`src/rtl/uart_rx_core.sv`:
```
// uart_rx_core: 8N1 serial receiver, LSB first, 4 oversample ticks per bit.
// A falling edge seen on a tick starts a frame. The start bit is confirmed
// two ticks later, at mid-bit. Each data bit and the stop bit are then
// sampled every fourth tick. A good frame goes into a single holding
// register with sticky overrun tracking. A bad stop bit sets a sticky
// framing error. The receiver then waits for the line to return high
// before it looks for a new start bit.
module uart_rx_core (
   input  logic       i_clk,
   input  logic       i_reset,
   input  logic       i_rxclken,
   input  logic       i_rxd,
   input  logic       i_rdack,
   input  logic       i_clrerr,
   output logic [7:0] o_rxdata,
   output logic       o_rxrdy,
   output logic       o_ferr,
   output logic       o_overrun,
   output logic       o_busy
);

   typedef enum logic [2:0] {
      ST_IDLE,
      ST_START,
      ST_DATA,
      ST_STOP,
      ST_WAITHI
   } state_t;

   // Synchronizer chain; rxs is the only view of the line used by decisions.
   logic       sync_q1;
   logic       rxs;

   // Receiver state and datapath registers, plus their next values.
   state_t     state,    state_nx;
   logic [1:0] tick_cnt, tick_nx;
   logic [2:0] bit_cnt,  bit_nx;
   logic [7:0] shift,    shift_nx;

   // Single-cycle events raised by the FSM on the stop-bit sampling tick.
   logic       load_byte;
   logic       frame_err;

   // Bring the asynchronous line into the clock domain; idle level is high.
   // NOTE: sequential blocks use non-blocking (<=) so every flop samples pre-edge values.
   always_ff @(posedge i_clk or posedge i_reset) begin
      if (i_reset) begin
         sync_q1 <= 1'b1;
         rxs     <= 1'b1;
      end else begin
         sync_q1 <= i_rxd;
         rxs     <= sync_q1;
      end
   end

   // FSM and datapath registers; next values already respect i_rxclken.
   always_ff @(posedge i_clk or posedge i_reset) begin
      if (i_reset) begin
         state    <= ST_IDLE;
         tick_cnt <= 2'd0;
         bit_cnt  <= 3'd0;
         shift    <= 8'h00;
      end else begin
         state    <= state_nx;
         tick_cnt <= tick_nx;
         bit_cnt  <= bit_nx;
         shift    <= shift_nx;
      end
   end

   // Next-state and tick/bit/shift update; all movement is gated by a tick.
   // NOTE: every always_comb output is defaulted first so no path can infer a latch.
   always_comb begin
      state_nx  = state;
      tick_nx   = tick_cnt;
      bit_nx    = bit_cnt;
      shift_nx  = shift;
      load_byte = 1'b0;
      frame_err = 1'b0;

      if (i_rxclken) begin
         case (state)
            ST_IDLE: begin
               if (!rxs) begin
                  state_nx = ST_START;
                  tick_nx  = 2'd0;
               end
            end

            ST_START: begin
               // Second tick after detection is the middle of the start bit.
               if (tick_cnt == 2'd1) begin
                  if (!rxs) begin
                     state_nx = ST_DATA;
                     tick_nx  = 2'd0;
                     bit_nx   = 3'd0;
                  end else begin
                     // Short low glitch: drop it without touching any flag.
                     state_nx = ST_IDLE;
                     tick_nx  = 2'd0;
                  end
               end else begin
                  tick_nx = tick_cnt + 2'd1;
               end
            end

            ST_DATA: begin
               if (tick_cnt == 2'd3) begin
                  // LSB arrives first, so shift right and insert at bit 7.
                  shift_nx = {rxs, shift[7:1]};
                  tick_nx  = 2'd0;
                  if (bit_cnt == 3'd7) begin
                     state_nx = ST_STOP;
                     bit_nx   = 3'd0;
                  end else begin
                     bit_nx = bit_cnt + 3'd1;
                  end
               end else begin
                  tick_nx = tick_cnt + 2'd1;
               end
            end

            ST_STOP: begin
               if (tick_cnt == 2'd3) begin
                  tick_nx = 2'd0;
                  if (rxs) begin
                     load_byte = 1'b1;
                     state_nx  = ST_IDLE;
                  end else begin
                     frame_err = 1'b1;
                     state_nx  = ST_WAITHI;
                  end
               end else begin
                  tick_nx = tick_cnt + 2'd1;
               end
            end

            ST_WAITHI: begin
               // A break or stuck-low line must not look like a new start bit.
               if (rxs) begin
                  state_nx = ST_IDLE;
               end
            end

            default: begin
               state_nx = ST_IDLE;
               tick_nx  = 2'd0;
               bit_nx   = 3'd0;
            end
         endcase
      end
   end

   // Holding register and ready flag; a load beats a simultaneous read-ack.
   always_ff @(posedge i_clk or posedge i_reset) begin
      if (i_reset) begin
         o_rxdata <= 8'h00;
         o_rxrdy  <= 1'b0;
      end else if (load_byte) begin
         o_rxdata <= shift;
         o_rxrdy  <= 1'b1;
      end else if (i_rdack) begin
         o_rxrdy  <= 1'b0;
      end
   end

   // Sticky error flags; setting wins over a clear in the same cycle.
   always_ff @(posedge i_clk or posedge i_reset) begin
      if (i_reset) begin
         o_ferr    <= 1'b0;
         o_overrun <= 1'b0;
      end else begin
         if (frame_err) begin
            o_ferr <= 1'b1;
         end else if (i_clrerr) begin
            o_ferr <= 1'b0;
         end

         // An ack in the load cycle frees the holding register in time.
         if (load_byte && o_rxrdy && !i_rdack) begin
            o_overrun <= 1'b1;
         end else if (i_clrerr) begin
            o_overrun <= 1'b0;
         end
      end
   end

   assign o_busy = (state != ST_IDLE);

endmodule

```
`config.mk`:
```
export PLATFORM = sky130hd
export DESIGN_NAME = uart_rx_core
export DESIGN_NICKNAME = d
export VERILOG_FILES = /design/src/rtl/uart_rx_core.sv
export SDC_FILE = /design/constraint.sdc
export NUM_CORES = 1
export LEC_CHECK = 0
export BUFFER_PORTS_ARGS = -buffer_cell sky130_fd_sc_hd__buf_2
export CAP_MARGIN = 20
export CORE_MARGIN = 5
export CORE_UTILIZATION = 50
export DETAILED_ROUTE_END_ITERATION = 7
export GPL_ROUTABILITY_DRIVEN = 0
export PLACE_DENSITY = 0.78
export SYNTH_ARGS = -nofsm -noshare
export SYNTH_HDL_FRONTEND = slang
export SYNTH_SLANG_ARGS = --single-unit
export TNS_END_PERCENT = 20
```
`constraint.sdc`:
```
create_clock -name i_clk -period 4.6 [get_ports i_clk]
set_input_delay 0 -clock i_clk [delete_from_list [all_inputs] [get_ports i_clk]]
set_output_delay 0 -clock i_clk [all_outputs]
set_load 0.005 [all_outputs]
```
==> summary.txt, run 1 <==
Pwr
  – Tot Pwr: 0.000782 W
  – PD cells: 473 mW/mm^2
  – Leakage power total: 0.850 nW
  – Peak supply drop: 0.368 mV

Layout
  – Core Util, Final: 0.605
  – Post-Layout Cell Count: 163
  – Synth-to-Final Area Change: 16.4%
  – N_diodes: 0
  – Area occupied by registers: 728 sq um
  – Area of the multi-input gates: 617 sq um
  – Fillers: 224
  – Layout cells sized above 1: 0.417
  – # nets final: 142

Placement
  – HPWL Detailed: 1680 um
  – DP Worst Slack: 2660 ps
  – IO buf count: 17
  – DP Cell Count: 149

Drt
  – Routed len/inst: 14.8 um
  – Pre-Repair DR Iteration Count: 4
  – DR vias: 872
  – Final ANT Viol Nets: 0
  – Initial DRC Count: 29
  – Final WL: 2420 um
  – Drc violations: 0
  – Via density: 5.35

STA
  – Fmax: 522 MHz
  – RSZ-0062 raised after global routing: no
  – Total negative slack: 0 ps
  – Final hold vios: 0
  – Worst Clk Skew: 9.46 ps
  – Fin. max-slew vios: 0
  – Least-Margin Pin Slew: 580 ps
  – Minimum clock period: 1920 ps
  – Finish-stage setup viols: 0
  – Slew headroom: 0.613
  – Tcrit/Tclk final: 0.417
  – Final WS setup: 2680 ps

GRT
  – GRT Util Overall: 0.143
  – Initial antenna violation count: 0
  – Vias in the first global route: 959
  – Largest net degree at the start of global routing: 30
  – GRT overflow: 0
  – First-pass GRT wire length: 4400 um

Die
  – Die area: 0.00401 sq mm
  – Die X: 63.3 um
  – Ports: 18
  – Placeable Area: 0.00273 sq mm
  – Rows: 19
  – Die H: 63.3 um
  – Starting Density: 0.519

Job
  – Max-Cap Viols: 0

Yosys
  – Seq/Total Area, Yosys: 0.513
  – Mapped Nets: 117
  – Yosys reg bits: 29
  – Post-synthesis cell count: 106
  – Mean Syn Cell Area: 13.4 sq um
  – Yosys Warn Count: 0
  – Mapped Area: 0.00142 sq mm
  – Post-synth cell types: 35

Worst setup path
  – R2R setup slack: 2680 ps
  – CP startpoint kind: register
  – CP Capture Type: register
  – Required time of the critical path: 4820 ps
  – Worst Path Max Fanout: 11
  – Critical path type: reg -> reg
  – Arrival time worst endpoint: 2140 ps

Clock network
  – Clk_lat worst skew: 330 ps
  – Clock transition at the register clock pins on the worst setup and hold paths after CTS: 100 ps
  – CTS tree: yes
  – CTS resizes: 0
  – Clock tree sinks: 29
  – H-tree depth: 2
  – CTS Buffer Depth: 2
  – Clk root buf: clkbuf_4
  – Num CTS Buffers: 5

Outcome
  – Status: completed

Worst hold path
  – Class of the worst hold path: in -> async
## routing by layer
layer  vias up  wire [um]  share of wire  GRT usage
li1        429          -              -          -
met1       419       1030           0.43      0.166
met2        15       1220           0.50      0.228
met3         9        102          0.042     0.0426
met4         0         70          0.029     0.0883
met5         -          0              0          0
## metrics by stage
step                      cell area (sq um)  hold slack [ps]
after floorplan                        1420             4.48
after global placement                 1500              105
after detailed placement               1500              107
after CTS                              1630              299
after global routing                   1650              155
final                                  1650              143
## logic make-up after synthesis
group | after synthesis | share of synthesized area
compound gates | 15 | 0.0890
mux | 22 | 0.182
simple gates | 22 | 0.119
fa+ha+maj | 5 | 0.0441
flops | 29 | 0.513
buf+inv | 13 | 0.0529
## path summary, 6_finish.rpt
kind | startpoint | depth (start not counted) | endpoint
setup / recovery | state[2]$_DFFE_PP0P_ | 3 | o_rxdata[4]$_DFFE_PP0P_
hold / removal | i_reset | 3 | shift[3]$_DFFE_PP0P_
setup reg to reg | state[2]$_DFFE_PP0P_ | 3 | o_rxdata[4]$_DFFE_PP0P_
hold reg to reg | sync_q1$_DFF_PP1_ | 0 | rxs$_DFF_PP1_
max in group asynchronous | i_reset | 4 | state[1]$_DFFE_PP0P_
min in group i_clk | i_rxd | 2 | sync_q1$_DFF_PP1_
## power breakdown
group          total (W)  leakage, nW  switching (W)  internal (W)
logic           0.000229        0.415       0.000110      0.000119
clock network   0.000206       0.0422      0.0000920      0.000114
registers       0.000348        0.393      0.0000635      0.000284
## synth_stat cells, drive strengths merged
master,n,area share
dfrtp,27,0.48
mux2,22,0.18
inv,8,0.021
ha,5,0.044
buf,4,0.029
nand2b,4,0.018
nor3,4,0.038
o21ai,4,0.017
nand2,3,0.0079
a21o,2,0.011
a21oi,2,0.0097
a32o,2,0.014
dfstp,2,0.037
nor2,2,0.0053
nor3b,2,0.011
a22o,1,0.0062
a31oi,1,0.0044
clkbuf,1,0.0026
nand3,1,0.0035
nand3b,1,0.0053
nor4,1,0.0044
nor4b,1,0.0062
o22a,1,0.0062
o2bb2ai,1,0.0062
o31ai,1,0.015
or3,1,0.0044
or3b,1,0.0062
or4b,1,0.0097
## flip-flops by register name (all words and copies together) (netlist names)
register / flops
o_rxdata: 8
shift: 8
bit_cnt: 3
state: 3
tick_cnt: 2
o_ferr: 1
o_overrun: 1
o_rxrdy: 1
rxs: 1
sync_q1: 1
## layout by cell type (no fill, tap or decap), types with 3 or more instances in the layout
cell,n
dfrtp_1,27
mux2_2,18
buf_2,17
inv_1,8
ha_1,5
clkbuf_4,5
dlygate4sd3_1,5
nand2b_1,4
nand2_1,3
nor3_4,3
mux2_4,3
## final cells by class
cell class,instances,share of cell area
well taps,31,0.0235
inverters,8,0.0182
flip-flops and latches,29,0.441
repair buffers,23,0.0984
multi-input cells,64,0.373
clock buffers,6,0.0250
clock inverters,2,0.0212
## critical path: stages, from the launching register on
cell,delay (ps)
dfrtp_1,510
nand2b_1,390
nor3_4,510
mux2_2,390
## timing repair
item | CTS | global route
endpoints found under the hold margin | 33 | 0
hold buffers | 5 | 0
setup buffers | 0 | 0
(Power assumes the default switching activity.)
==> run 2: changes to the inputs <==
- clock period: 4.6 -> 1.8 ns (I/O delays scaled with it)
==> run 2 against run 1 <==
Final area is 3.1% higher. Highest routed layer unchanged. Largest cell class unchanged. Die area stayed put. Via count is 10% higher. Flip-flop and latch count stayed put. Largest power group unchanged. Critical endpoint is now bit_cnt[2]$_DFFE_PP0P_.
==> summary.txt, run 2 (synthesized netlist as in run 1, its figures left out) <==
Outcome
  – Status: completed

STA
  – Fmax: 571 MHz (+9.4%)
  – Final WS setup: 47.6 ps (-2640 ps)
  – Worst Clk Skew: 11.5 ps (+2.05 ps)
  – Finish-stage setup viols: 0 (unchanged)
  – Slew headroom: 0.515 (-0.0982)
  – Minimum clock period: 1750 ps (-164 ps)
  – Total negative slack: 0 ps (unchanged)
  – Tcrit/Tclk final: 0.974 (+0.557)
  – Final hold vios: 0 (unchanged)
  – RSZ-0062 raised after global routing: no
  – Least-Margin Pin Slew: 726 ps (+146 ps)
  – Fin. max-slew vios: 0 (unchanged)

Pwr
  – Leakage power total: 0.875 nW (+3.0%)
  – Peak supply drop: 1.01 mV (+180%)
  – Tot Pwr: 0.00210 W (+170%)
  – PD cells: 1230 mW/mm^2 (+160%)

Layout
  – # nets final: 148 (+4.2%)
  – Post-Layout Cell Count: 169 (+3.7%)
  – Biggest regs: o_rxdata (8), shift (8)
  – Fillers: 209 (-6.7%)
  – N_diodes: 0 (unchanged)
  – Synth-to-Final Area Change: 20.0%
  – Layout cells sized above 1: 0.464 (+0.0471)
  – Commonest non-fill, non-tap cell in the layout: dfrtp_1
  – Most frequent cells in the layout: dfrtp_1 (26), mux2_2 (18), buf_2 (17)

Worst setup path
  – Worst Path Max Fanout: 13 (+2)
  – Crit path max-delay family: flip-flops
  – Required time of the critical path: 2020 ps (-2800 ps)
  – Reg-to-Reg Start: state[0]$_DFFE_PP0P_
  – CP Capture Type: register
  – Slowest-stage cell, CP: dfrtp_1
  – CP startpoint kind: register
  – Arrival time worst endpoint: 1970 ps (-170 ps)
  – Critical path type: reg -> reg
  – Crit-path cells: nand2_1 > o22a_1 > o21ai_1 > mux2_2
  – CP bufs+invs: 0 (unchanged)
  – Critical R2R Capture: bit_cnt[2]$_DFFE_PP0P_
  – Worst reg2reg path depth: 4 (+1)
  – R2R setup slack: 50 ps (-2640 ps)
  – CP peak stage delay: 590 ps (+80 ps)

GRT
  – First-pass GRT wire length: 4460 um (+1.4%)
  – GRT Util Overall: 0.144 (+0.00101)
  – Initial antenna violation count: 0 (unchanged)
  – Vias in the first global route: 973 (+1.5%)
  – Largest net degree at the start of global routing: 22 (-27%)
  – GRT overflow: 0 (unchanged)

Drt
  – Final ANT Viol Nets: 0 (unchanged)
  – Via density: 5.67 (+6.1%)
  – Initial DRC Count: 90 (+210%)
  – Drc violations: 0 (unchanged)
  – Routed len/inst: 15.4 um (+4.0%)
  – Pre-Repair DR Iteration Count: 4 (unchanged)
  – Final WL: 2600 um (+7.8%)
  – DR vias: 959 (+10%)

Clock network
  – Number of post-CTS setup repair buffers: 0 (unchanged)
  – H-tree depth: 2 (unchanged)
  – Clock transition at the register clock pins on the worst setup and hold paths after CTS: 100 ps (about the same)
  – CTS tree: yes
  – Clk_lat worst skew: 330 ps (about the same)
  – CTS Buffer Depth: 2 (unchanged)
  – Clock tree sinks: 29 (unchanged)
  – Num CTS Buffers: 5 (unchanged)
  – Clk root buf: clkbuf_4

Die
  – Starting Density: 0.519 (unchanged)
  – Placeable Area: 0.00273 sq mm (unchanged)
  – Die area: 0.00401 sq mm (unchanged)
  – Die X: 63.3 um (unchanged)
  – Ports: 18 (unchanged)
  – Die H: 63.3 um (unchanged)
  – Rows: 19 (unchanged)

Placement
  – DP Worst Slack: 39.2 ps (-2620 ps)
  – DP Cell Count: 156 (+4.7%)
  – HPWL Detailed: 1880 um (+12%)
  – IO buf count: 17 (unchanged)

Worst hold path
  – Class of the worst hold path: in -> async

Job
  – Max-Cap Viols: 0 (unchanged)
==> run 2: cell types whose count changed in the layout (fill, tap and decap cells not counted), sizes merged <==
cell	change
buf	+6
==> run 2: layout make-up <==
| type | instances | area [sq um] | share of cell area |
|---|---|---|---|
| multi-input combinational | 64 | 629 | 0.369 |
| clock inverter | 2 | 35.0 | 0.0206 |
| clock buffer | 6 | 41.3 | 0.0242 |
| sequential | 29 | 729 | 0.428 |
| inverter | 8 | 30.0 | 0.0176 |
| tap | 31 | 38.8 | 0.0228 |
| timing repair buffer | 29 | 200 | 0.117 |
==> run 2: what timing repair did <==
action / 4_1_cts / 5_1_grt
endpoints found under the hold margin: 22 / 0
endpoints found under the setup margin: 0 / 11
resized for setup: 0 / 4
hold buffers: 5 / 0
==> run 2: how the worst max path moves through the flow <==
stage          cells after the start                     end  slack, ps                     from
2_1_floorplan                      5    state[0]$_DFFE_PP0P_        150  tick_cnt[0]$_DFFE_PP0P_
3_3_place_gp                       5    state[2]$_DFFE_PP0P_        110  tick_cnt[0]$_DFFE_PP0P_
4_1_cts                            5    state[0]$_DFFE_PP0P_         20  tick_cnt[0]$_DFFE_PP0P_
6_report                           4  bit_cnt[2]$_DFFE_PP0P_         50     state[0]$_DFFE_PP0P_
5_1_grt                            4  bit_cnt[0]$_DFFE_PP0P_          2     state[0]$_DFFE_PP0P_
3_5_place_dp                       5    state[0]$_DFFE_PP0P_         40  tick_cnt[0]$_DFFE_PP0P_
==> run 2: per-layer routing <==
metal / global-route usage / part of all wire / routed length (um)
met1: 0.159 / 0.41 / 1080
met2: 0.241 / 0.53 / 1370
met3: 0.0480 / 0.041 / 107
met4: 0.0779 / 0.018 / 46
met5: 0 / 0 / 0
==> run 2: stage by stage <==
stage / util / area, sq um / hold slack, ps
after floorplan: - / 1420 / 4.48
after global placement: 0.572 / 1560 / 105
after detailed placement: 0.572 / 1560 / 108
after CTS: 0.618 / 1690 / 293
after global routing: 0.623 / 1700 / 316
final: 0.623 / 1700 / 318
==> run 2: tightest hold or removal path, cell delays in order <==
cell and delay, ps:
dlygate4sd3_1 530, buf_2 120, inv_1 520
==> run 2: report_power, final <==
part	internal (W)	total, W	leakage [nW]	switching, W
sequential	0.000729	0.000862	0.391	0.000133
clock	0.000291	0.000514	0.0422	0.000223
combinational	0.000371	0.000727	0.441	0.000356
total	0.00139	0.00210	0.875	0.000712
==> run 3: changes to the inputs <==
- CORE_MARGIN: 5 -> 10
==> run 3 against run 2 <==
Worst hold slack got worse by 98 ps. Final cell count fell by 0.59%. Clock power fell by 24%. Largest power group unchanged.
==> summary.txt, run 3 (synthesized netlist as in run 1, its figures left out) <==
STA
  – Finish-stage setup viols: 0 (unchanged)
  – Worst hold margin: 220 ps (-98.5 ps)
  – Final WS setup: 72.6 ps (+25.0 ps)
  – Final hold vios: 0 (unchanged)
  – Least-Margin Pin Slew: 512 ps (-215 ps)
  – Tcrit/Tclk final: 0.960 (-0.0139)
  – Minimum clock period: 1730 ps (-25.0 ps)
  – Slew headroom: 0.659 (+0.143)
  – Worst Clk Skew: 9.83 ps (-1.68 ps)
  – Fin. max-slew vios: 0 (unchanged)
  – Fmax: 579 MHz (+1.4%)

Worst setup path
  – Crit-path cells: ha_2 > or3b_1 > a21oi_2 > nor3_4 > mux2_4
  – CP bufs+invs: 0 (unchanged)
  – Crit path depth: 5 (+1)
  – Worst reg2reg path depth: 5 (+1)
  – Slowest-stage cell, CP: dfrtp_1
  – Arrival time worst endpoint: 1950 ps (-20 ps)
  – CP startpoint kind: register
  – CP peak stage delay: 440 ps (-150 ps)
  – Critical path type: reg -> reg
  – Required time of the critical path: 2030 ps (about the same)
  – Worst Path Max Fanout: 5 (-8)
  – CP Capture Type: register
  – Crit path max-delay family: flip-flops

Drt
  – Routed wl met2: 1390 um (+1.7%)
  – Final ANT Viol Nets: 0 (unchanged)
  – Routed len/inst: 16.0 um (+3.5%)
  – Metal3 WL: 104 um (-2.8%)
  – Via density: 5.39 (-5.1%)
  – Initial DRC Count: 67 (-26%)
  – Drc violations: 0 (unchanged)
  – DRT met1 WL: 1120 um (+3.3%)
  – Final WL: 2680 um (+2.9%)
  – Pre-Repair DR Iteration Count: 4 (unchanged)
  – Uppermost layer routed: met4
  – DR vias: 905 (-5.6%)

Layout
  – Core Util, Final: 0.605 (-0.0183)
  – Most frequent cells in the layout: dfrtp_1 (25), mux2_2 (18), buf_2 (17)
  – Biggest regs: o_rxdata (8), shift (8)
  – Commonest non-fill, non-tap cell in the layout: dfrtp_1
  – # nets final: 147 (-0.68%)
  – Layout cells sized above 1: 0.467 (+0.00339)
  – Synth-to-Final Area Change: 16.5%
  – N_diodes: 0 (unchanged)

Placement
  – DP Worst Slack: 51.9 ps (+12.7 ps)
  – IO buf count: 17 (unchanged)
  – HPWL Detailed: 1900 um (+0.94%)

Die
  – Die H: 73.3 um (+16%)
  – Rows: 19 (unchanged)
  – Ports: 18 (unchanged)
  – Starting Density: 0.519 (unchanged)
  – Placeable Area: 0.00273 sq mm (unchanged)
  – Die area: 0.00537 sq mm (+34%)
  – Die X: 73.3 um (+16%)

Outcome
  – Status: completed

Pwr
  – Leakage power total: 0.853 nW (-2.5%)
  – Peak supply drop: 0.908 mV (-10%)
  – PD cells: 1160 mW/mm^2 (-5.6%)

Clock network
  – Clock tree sinks: 29 (unchanged)
  – Clock transition at the register clock pins on the worst setup and hold paths after CTS: 100 ps (about the same)
  – H-tree depth: 2 (unchanged)
  – Num CTS Buffers: 5 (unchanged)
  – Clk_lat worst skew: 340 ps (about the same)
  – CTS tree: yes
  – Clk root buf: clkbuf_4
  – CTS Buffer Depth: 2 (unchanged)

GRT
  – Vias in the first global route: 964 (-0.92%)
  – GRT Util Overall: 0.108 (-0.0355)
  – Largest net degree at the start of global routing: 18 (-18%)
  – Initial antenna violation count: 0 (unchanged)
  – GRT overflow: 0 (unchanged)
  – First-pass GRT wire length: 4530 um (+1.5%)

Worst hold path
  – Class of the worst hold path: in -> async

Job
  – Max-Cap Viols: 0 (unchanged)
## run 3: cell count changes in the layout (fill, tap and decap cells not counted), sizes merged
cell      delta
clkinv       +1
clkbuf       -1
buf          -1
clkinvlp     +1
bufinv       -1
## run 3: timing repair
action | 4_1_cts | 5_1_grt
setup buffers | 0 | 0
setup endpoints to repair | 0 | 15
gates resized for setup | 0 | 3
endpoints found under the hold margin | 18 | 0
hold buffers | 5 | 0
## run 3: cell type report
| class | count | area (sq um) |
|---|---|---|
| Clock inverter | 3 | 17.5 |
| Timing Repair Buffer | 28 | 180 |
| Multi-Input combinational cell | 64 | 619 |
| Sequential cell | 29 | 731 |
| Inverter | 8 | 30.0 |
| Clock buffer | 5 | 37.5 |
| Fill cell | 218 | 1080 |
| Tap cell | 31 | 38.8 |
## run 3: report_power, final
group	total [W]	switching (W)	internal, W
registers	0.000866	0.000135	0.000732
clock network	0.000393	0.000246	0.000147
logic	0.000667	0.000326	0.000340
total	0.00193	0.000708	0.00122
## run 3: metal layers
layer	up-vias	track usage
li1	435	-
met1	446	0.117
met2	17	0.179
met3	7	0.0350
met4	0	0.0683
met5	-	0
## run 3: worst paths after layout
path                       slack, ps                    start                       to
max                               70  tick_cnt[0]$_DFFE_PP0P_     state[0]$_DFFE_PP0P_
max in group asynchronous        900                  i_reset        sync_q1$_DFF_PP1_
min in group i_clk               300                    i_rxd        sync_q1$_DFF_PP1_
min                              220                  i_reset  o_rxdata[2]$_DFFE_PP0P_
min reg2reg                      360        sync_q1$_DFF_PP1_            rxs$_DFF_PP1_
max reg2reg                       70  tick_cnt[0]$_DFFE_PP0P_     state[0]$_DFFE_PP0P_
## run 3: worst reg2reg max path: stages, from the launching register on
cell	delay [ps]
dfrtp_1	440
ha_2	210
or3b_1	360
a21oi_2	220
nor3_4	90
mux2_4	310
## run 3: metrics by stage
| step | cells | TNS [ps] | cell area, sq um | total power, W |
|---|---|---|---|---|
| final | 168 | 0 | 1650 | 0.00193 |
| after detailed placement | 155 | 0 | 1540 | 0.00153 |
| after floorplan | 106 | 0 | 1420 | 0.00143 |
| after CTS | 168 | 0 | 1650 | 0.00193 |
| after global routing | 168 | -1.32 | 1650 | 0.00205 |
| after global placement | 155 | 0 | 1540 | 0.00149 |
